`src/rtl/expander_req_arbiter_if.sv`:
```
// Request/handshake bundle between the SFP client blocks, the expander
// request arbiter and the i2c_expander_sfp request conduit.
interface expander_req_arbiter_if #(
  parameter int NUM_REQ = 3
) ();
  logic [NUM_REQ-1:0]   req_i;
  logic [2*NUM_REQ-1:0] req_op_i;
  logic [NUM_REQ-1:0]   grant_o;
  logic [NUM_REQ-1:0]   done_o;
  logic [NUM_REQ-1:0]   err_o;
  logic                 busy_o;
  logic                 dev_ready_i;
  logic                 need_write_reg_o;
  logic                 need_read_reg_i;
  logic                 need_read_reg_o;

  modport master (
    output req_i, req_op_i, dev_ready_i,
    input  grant_o, done_o, err_o, busy_o,
    input  need_write_reg_o, need_read_reg_i, need_read_reg_o
  );

  modport slave (
    input  req_i, req_op_i, dev_ready_i,
    output grant_o, done_o, err_o, busy_o,
    output need_write_reg_o, need_read_reg_i, need_read_reg_o
  );
endinterface

```
`src/rtl/expander_req_arbiter.sv`:
```
// Round-robin scheduler issuing one i2c_expander_sfp operation at a time.
// EXP_ARB_RELAX_EN: when defined, a RELAX_CYCLES idle gap follows every operation.
module expander_req_arbiter #(
  parameter int NUM_REQ        = 3,
  parameter int RELAX_CYCLES   = 1000,
  parameter int TIMEOUT_CYCLES = 5_000_000
) (
  input  logic                         clk_50,
  input  logic                         rst,
  expander_req_arbiter_if.slave        bus
);
  localparam int          PTR_W        = $clog2(NUM_REQ);
  localparam logic [31:0] TIMEOUT_LAST = 32'(TIMEOUT_CYCLES - 1);
`ifdef EXP_ARB_RELAX_EN
  localparam logic [31:0] RELAX_LAST   = 32'(RELAX_CYCLES - 1);
`endif

  typedef enum logic [2:0] {
    IDLE      = 3'd0,
    ISSUE     = 3'd1,
    WAIT_DONE = 3'd2,
    DONE      = 3'd3
`ifdef EXP_ARB_RELAX_EN
    , RELAX   = 3'd4
`endif
  } state_e;

  state_e             state_q, state_d;
  logic [PTR_W-1:0]   rr_ptr_q, rr_ptr_d;
  logic [1:0]         op_q, op_d;
  logic [31:0]        cnt_q, cnt_d;
  logic               ready_prev_q;
  logic [NUM_REQ-1:0] grant_q, grant_d;
  logic [NUM_REQ-1:0] done_q, done_d;
  logic [NUM_REQ-1:0] err_q, err_d;
  logic               busy_q, busy_d;
  logic               need_wr_q, need_wr_d;
  logic               need_ri_q, need_ri_d;
  logic               need_ro_q, need_ro_d;

  logic               found_s;
  logic [PTR_W-1:0]   pick_s;
  logic [1:0]         pick_op_s;
  logic               ready_rise_s;

  assign ready_rise_s = bus.dev_ready_i & ~ready_prev_q;

  // Winner search: first asserted request at or above the pointer, wrapping.
  always_comb begin
    found_s   = 1'b0;
    pick_s    = '0;
    pick_op_s = 2'b00;
    for (int k = 0; k < NUM_REQ; k++) begin
      if (!found_s && bus.req_i[(int'(rr_ptr_q) + k) % NUM_REQ]) begin
        found_s   = 1'b1;
        pick_s    = PTR_W'((int'(rr_ptr_q) + k) % NUM_REQ);
        pick_op_s = bus.req_op_i[2*((int'(rr_ptr_q) + k) % NUM_REQ) +: 2];
      end else begin
        found_s   = found_s;
      end
    end
  end

  // Next-state and next-output logic of the operation sequencer.
  always_comb begin
    state_d   = state_q;
    rr_ptr_d  = rr_ptr_q;
    op_d      = op_q;
    cnt_d     = cnt_q;
    grant_d   = grant_q;
    done_d    = '0;
    err_d     = '0;
    need_wr_d = 1'b0;
    need_ri_d = 1'b0;
    need_ro_d = 1'b0;
    case (state_q)
      IDLE: begin
        if (found_s && bus.dev_ready_i) begin
          state_d   = ISSUE;
          op_d      = pick_op_s;
          rr_ptr_d  = PTR_W'((int'(pick_s) + 1) % NUM_REQ);
          grant_d   = {{(NUM_REQ-1){1'b0}}, 1'b1} << pick_s;
          need_wr_d = (pick_op_s == 2'b00);
          need_ri_d = (pick_op_s == 2'b01);
          need_ro_d = (pick_op_s == 2'b10);
        end else begin
          grant_d   = '0;
        end
      end
      ISSUE: begin
        cnt_d = 32'd0;
        // An invalid op never reaches the expander; report it straight away.
        if (op_q == 2'b11) begin
          state_d = DONE;
          done_d  = grant_q;
          err_d   = grant_q;
        end else begin
          state_d = WAIT_DONE;
        end
      end
      WAIT_DONE: begin
        if (ready_rise_s) begin
          state_d = DONE;
          done_d  = grant_q;
        end else if (cnt_q == TIMEOUT_LAST) begin
          state_d = DONE;
          done_d  = grant_q;
          err_d   = grant_q;
        end else begin
          cnt_d   = cnt_q + 32'd1;
        end
      end
      DONE: begin
        grant_d = '0;
        cnt_d   = 32'd0;
`ifdef EXP_ARB_RELAX_EN
        state_d = RELAX;
`else
        state_d = IDLE;
`endif
      end
`ifdef EXP_ARB_RELAX_EN
      RELAX: begin
        if (cnt_q == RELAX_LAST) begin
          state_d = IDLE;
          cnt_d   = 32'd0;
        end else begin
          cnt_d   = cnt_q + 32'd1;
        end
      end
`endif
      default: begin
        state_d = IDLE;
        grant_d = '0;
        cnt_d   = 32'd0;
      end
    endcase
    busy_d = (state_d != IDLE);
  end

  // State, pointer, counter and registered outputs.
  always_ff @(posedge clk_50 or posedge rst) begin
    if (rst) begin
      state_q      <= IDLE;
      rr_ptr_q     <= '0;
      op_q         <= 2'b00;
      cnt_q        <= 32'd0;
      ready_prev_q <= 1'b0;
      grant_q      <= '0;
      done_q       <= '0;
      err_q        <= '0;
      busy_q       <= 1'b0;
      need_wr_q    <= 1'b0;
      need_ri_q    <= 1'b0;
      need_ro_q    <= 1'b0;
    end else begin
      state_q      <= state_d;
      rr_ptr_q     <= rr_ptr_d;
      op_q         <= op_d;
      cnt_q        <= cnt_d;
      ready_prev_q <= bus.dev_ready_i;
      grant_q      <= grant_d;
      done_q       <= done_d;
      err_q        <= err_d;
      busy_q       <= busy_d;
      need_wr_q    <= need_wr_d;
      need_ri_q    <= need_ri_d;
      need_ro_q    <= need_ro_d;
    end
  end

  assign bus.grant_o          = grant_q;
  assign bus.done_o           = done_q;
  assign bus.err_o            = err_q;
  assign bus.busy_o           = busy_q;
  assign bus.need_write_reg_o = need_wr_q;
  assign bus.need_read_reg_i  = need_ri_q;
  assign bus.need_read_reg_o  = need_ro_q;
endmodule
```
`src/flat_wrapper.sv`:
```
// flat-port wrapper written by rule: the top's interface ports become plain ports
module expander_req_arbiter_flat 
#(
  parameter int NUM_REQ        = 3,
  parameter int RELAX_CYCLES   = 1000,
  parameter int TIMEOUT_CYCLES = 5_000_000
)
  (clk_50, rst, bus_req_i, bus_req_op_i, bus_dev_ready_i, bus_grant_o, bus_done_o, bus_err_o, bus_busy_o, bus_need_write_reg_o, bus_need_read_reg_i, bus_need_read_reg_o);
  expander_req_arbiter_if #(.NUM_REQ(NUM_REQ)) bus_i ();
  input  logic clk_50;
  input  logic rst;
  input wire logic [$bits(bus_i.req_i)-1:0] bus_req_i;
  input wire logic [$bits(bus_i.req_op_i)-1:0] bus_req_op_i;
  input wire logic [$bits(bus_i.dev_ready_i)-1:0] bus_dev_ready_i;
  output wire logic [$bits(bus_i.grant_o)-1:0] bus_grant_o;
  output wire logic [$bits(bus_i.done_o)-1:0] bus_done_o;
  output wire logic [$bits(bus_i.err_o)-1:0] bus_err_o;
  output wire logic [$bits(bus_i.busy_o)-1:0] bus_busy_o;
  output wire logic [$bits(bus_i.need_write_reg_o)-1:0] bus_need_write_reg_o;
  output wire logic [$bits(bus_i.need_read_reg_i)-1:0] bus_need_read_reg_i;
  output wire logic [$bits(bus_i.need_read_reg_o)-1:0] bus_need_read_reg_o;
  assign bus_i.req_i = bus_req_i;
  assign bus_i.req_op_i = bus_req_op_i;
  assign bus_i.dev_ready_i = bus_dev_ready_i;
  assign bus_grant_o = bus_i.grant_o;
  assign bus_done_o = bus_i.done_o;
  assign bus_err_o = bus_i.err_o;
  assign bus_busy_o = bus_i.busy_o;
  assign bus_need_write_reg_o = bus_i.need_write_reg_o;
  assign bus_need_read_reg_i = bus_i.need_read_reg_i;
  assign bus_need_read_reg_o = bus_i.need_read_reg_o;
  expander_req_arbiter #(.NUM_REQ(NUM_REQ), .RELAX_CYCLES(RELAX_CYCLES), .TIMEOUT_CYCLES(TIMEOUT_CYCLES)) u_core (.clk_50(clk_50), .rst(rst), .bus(bus_i));
endmodule
```
`config.mk`:
```
export PLATFORM = sky130hd
export DESIGN_NAME = expander_req_arbiter_flat
export DESIGN_NICKNAME = d
export VERILOG_FILES = /design/src/rtl/expander_req_arbiter_if.sv /design/src/rtl/expander_req_arbiter.sv /design/src/flat_wrapper.sv
export SDC_FILE = /design/constraint.sdc
export NUM_CORES = 1
export LEC_CHECK = 0
export ABC_CLOCK_PERIOD_IN_PS = 2870
export BUFFER_PORTS_ARGS = -buffer_cell sky130_fd_sc_hd__buf_2
export CORE_MARGIN = 2
export CORE_UTILIZATION = 41
export DETAILED_ROUTE_END_ITERATION = 10
export GPL_TIMING_DRIVEN = 1
export HOLD_SLACK_MARGIN = 0.1
export SYNTH_ARGS = -nofsm -noshare
export SYNTH_HDL_FRONTEND = slang
export SYNTH_SLANG_ARGS = --single-unit
```
`constraint.sdc`:
```
create_clock -name clk_50 -period 2.87 [get_ports clk_50]
set_clock_uncertainty 0.1 [all_clocks]
set_input_delay 0.574 -clock clk_50 [delete_from_list [all_inputs] [get_ports clk_50]]
set_output_delay 0.574 -clock clk_50 [all_outputs]
set_load 0.02 [all_outputs]
```
Word level (Yosys, flattened, before mapping):

Cells that the tools add are included.
Widths: inputs -> output; s select.

* flip-flop bits (word level): 53
* input port bits: 12
* logic and storage cells: 89
* output and inout port bits: 13

* equal/unequal tests: 8
* add/sub/neg operators: 4
* magnitude comparators: 3
* shifts and indexed selects: 4
* div/mod/pow operators: 4
* reductions and logical operators: 11
* bitwise gates (word level): 3
* muxes and demuxes: 40

Operator list (count)
* $lt 32x4->1 const B: 3
* $mod 32x3->32 const B: 3
* $shiftx 6x32->2: 3
* $mux 32: 2
* $pmux 32 s2: 1
* $add 32x1->32 const B: 1
* $eq 32x23->1 const B: 1
* $mod 3x3->32 const B: 1
* $mux 3: 8
* $pmux 3 s2: 3
* $mux 1: 16
* $mux 2: 6
* $pmux 3 s3: 1
* $add 2x1->3 const B: 2
* $bmux 1 s2: 3
* $eq 2x2->1 const B: 2
* $ne 2x2->1 const B: 2
* $add 2x2->3 const B: 1
* $eq 3x1->1 const B: 1
* $eq 3x2->1 const B: 1
* $logic_and 1x1->1: 3
* $logic_not 3->1: 1
* $reduce_and 3->1: 1
* $reduce_bool 3->1: 1
* 8 further kinds: 10

Logic depth before layout (Yosys ltp):

* depth after elaboration: 15
* depth in mapped cells: 13
* gate-level depth less buffers: 12

Worst setup path after synthesis:

No wires, ideal clock.

* path kind: register to register
* start: reg u_core.rr_ptr_q[1]
* end: reg u_core.op_q[1]
* path slack: 400 ps
* data arrival time: 2246 ps
* library setup time: 125 ps
* data required time: 2645 ps
* path buffers: 1
* cell stages (with the launch flop): 9
* clock period less this slack: 2470 ps
* cell sequence: dfrtp_1 -> inv_1 -> ha_1 -> buf_6 -> mux2_4 -> a22o_1 -> or3_4 -> o22a_1 -> mux2_2

* word-level cells in the longest chain between the ends: 13
* elaborated cells on any way between the ends: 29
* those cells by class: add/sub (2); div (3); shift (3); mux (15); reduce/logical (6)

RTL lines
* start: declaration: RTL line expander_req_arbiter.sv:29 `logic [PTR_W-1:0] rr_ptr_q, rr_ptr_d;`
* start signal: assignment: RTL line expander_req_arbiter.sv:158 `rr_ptr_q <= rr_ptr_d;`
* branches (longest 13 deep; another with $mod 32x3->32)
* end signal: assignment: RTL line expander_req_arbiter.sv:159 `op_q <= op_d;`
* end: declaration: RTL line expander_req_arbiter.sv:30 `logic [1:0] op_q, op_d;`

Parallel ways; which one is timed is not known. The select of a mux whose other input is x is not followed.
A chain may end at the register's enable or synchronous reset.

Worst setup path after layout:

Same ends and word-level chain as after synthesis.

==> impl_metrics.ini <==
[power_and_ir_drop]
vdd_drop_max_uv = 225
power_leakage_nw = 1.52
total_power_mw = 2.23
p_per_area_nw_per_um2 = 668

[cells_and_area]
drive_gt1_frac = 0.174
antenna_cells = 0
synthToLayoutAreaGrowth_pct = 11.3
multi_input_area_um2 = 1560
fill_cells = 702
postLayoutCellArea_um2 = 3330
seq_area_um2 = 1330
post-route-util = 0.465
nNetsFinal = 364

[timing]
finalCritPeriodShare = 0.924
setup_tns_ps = 0
max_freq_mhz = 377
setup_viol = 0
hold_violations = 0
maxSlewViolCount = 0
rsz0062_at_grt = no
fin_crit_ps = 2650
setup_slack_ps = 218
worst_pin_slew_ps = 672
slew_headroom = 0.551

[yosys]
ys_ff_latch = 53
synth_ff_type = dfrtp_1
synth.most_common_cell = dfrtp_1
syn_inst = 313
synth.avg_cell_area_um2 = 9.57
synthTopCellsByCount = dfrtp_1 (53), nor2_1 (48), xor2_1 (23), nand2_1 (20)
syn_area_um2 = 2990
yosysTopAreaCell = dfrtp_1
async_flop_share = 1.00
synth_top_cell_area_share = 0.443
yosysSeqAreaShare = 0.443
synth_cell_types = 49
synth-warning-count = 0
syn_nets = 339
synthTopCellsByArea = dfrtp_1 (44%), xor2_1 (6.7%), nor2_1 (6.0%)
synth_edf_count = 0

[route]
drcViolationCount = 0
ant_nets = 0
first_iter_violations = 132
viasPerCell = 5.13
vias = 2245
drt-wirelength-per-cell_um = 13.3
wl_um = 5810
drtPass1Iterations = 4

[hold_path]
hold_path_class = in2async

[placement]
placed_area_um2 = 3230
port_buffers = 24
dpl.hpwl_um = 4270
pre_cts_ws_ps = 270
gp_congestion = 0.851

[worst_setup_path]
end_kind = flip-flop
crit_path_start_kind = flip-flop
cp.required_ps = 2970
arrival_ps = 2760
path_class = reg2reg
path_max_fanout = 8
r2r_start = u_core.rr_ptr_q[1]
startpoint = u_core.rr_ptr_q[1]

[floorplanning]
rows = 31
ios = 25
coreArea_um2 = 7180
initial_core_util = 0.417
die_h_um = 89.5
die_w_um = 89.5
die_area_um2 = 8000

[clock_network]
clock_latency_ps = 310
clock_sinks = 53
cts_hold_buf = 0
htreeDepth = 2
path_clk_slew_ps = 100
cts_root_buf = clkbuf_8
cts_tree = done
post_cts_buffers = 0
cts.path.max_buffers = 2
cts_buffers = 5

[outcome]
status = finished, final reports clean

[grt]
antenna_found_initial = 0
grt_pass1_vias = 2017
grt_pass1_wl_um = 9800
grt_start_max_net_pins = 34
grt_usage = 0.157
overflow = 0

[flow_run]
maxCapViolations = 0
flip-flops by register name (all words and copies together) (netlist names), 2 cells and up:
register,count
u_core.bus.grant_o,3
u_core.bus.err_o,3
u_core.cnt_q,32
u_core.rr_ptr_q,2
u_core.bus.done_o,3
u_core.state_q,3
u_core.op_q,2
timing repair:
action,4_1_cts,5_1_grt
gates resized for setup,0,2
endpoints found under the hold margin,0,0
setup endpoints to repair,0,7
worst paths after layout:
| kind | to | slack, ps | depth (start not counted) |
|---|---|---|---|
| hold / removal | u_core.cnt_q[15] | 250 | 2 |
| setup reg to reg | u_core.op_q[1] | 220 | 7 |
| hold reg to reg | u_core.op_q[1] | 430 | 1 |
| min in group clk_50 | u_core.ready_prev_q | 320 | 1 |
| max in group asynchronous | u_core.cnt_q[27] | 1800 | 3 |
| setup / recovery | u_core.op_q[1] | 220 | 7 |
stage by stage:
| stage | hold WS, ps | cells |
|---|---|---|
| after floorplan | 379 | 313 |
| after CTS | 267 | 438 |
| after detailed placement | 407 | 430 |
| after global placement | 397 | 430 |
| after global routing | 295 | 438 |
| final | 246 | 438 |
power by group:
group | switching, mW | total, mW | internal, mW | leakage [nW]
registers | 0.0650 | 0.880 | 0.815 | 0.727
logic | 0.531 | 0.911 | 0.381 | 0.747
clock network | 0.257 | 0.435 | 0.178 | 0.0452
total | 0.853 | 2.23 | 1.37 | 1.52
critical path, cell delays in order, from the launching register on:
cell and delay (ps):
dfrtp_1 490, inv_1 170, ha_1 330, mux2i_1 360
o2bb2ai_1 150, or3_4 420, o22a_1 260, mux2_2 270
layout by cell type (no fill, tap or decap), drive strengths merged, types with 4 or more instances in the layout:
cell | synthesis | layout
nor2 | 48 | 48
xnor2 | 6 | 6
ha | 14 | 14
or3 | 4 | 4
nor4 | 4 | 4
nand3 | 14 | 14
inv | 14 | 16
clkbuf | 10 | 5
xor2 | 23 | 23
o21ai | 12 | 12
a22oi | 5 | 5
nand4 | 11 | 11
dfrtp | 53 | 53
nor3 | 7 | 7
mux2i | 5 | 5
and3 | 6 | 6
nand2 | 20 | 20
buf | 3 | 31
a21oi | 11 | 11
mux2 | 9 | 9
layer usage:
layer	global-route usage	routed length (µm)	up-vias
met5	0	0	-
met4	0.0366	64	0
met3	0.0305	219	5
met2	0.222	2420	39
met1	0.247	3110	1074
li1	-	-	1127
kinds of logic after synthesis:
kind of cell             count (synthesis)  synth area share
AO/OA/AOI/OAI                           38            0.0802
adder cells (fa/ha/maj)                 14            0.0585
buffers and inverters                   27            0.0376
other                                    1           0.00125
multiplexers                            14            0.0518
AND/OR/NAND/NOR                        137             0.243
XOR/XNOR                                29            0.0848
flip-flops                              53             0.443
final cells by class:
cell class              instances  share of cell area
inverters                      14              0.0158
clock inverters                 3             0.00751
well taps                      99              0.0372
multi-input cells             233               0.469
repair buffers                 31              0.0518
flip-flops and latches         53               0.398
clock buffers                   5              0.0206
No activity file was read; power rests on OpenSTA's default activity.
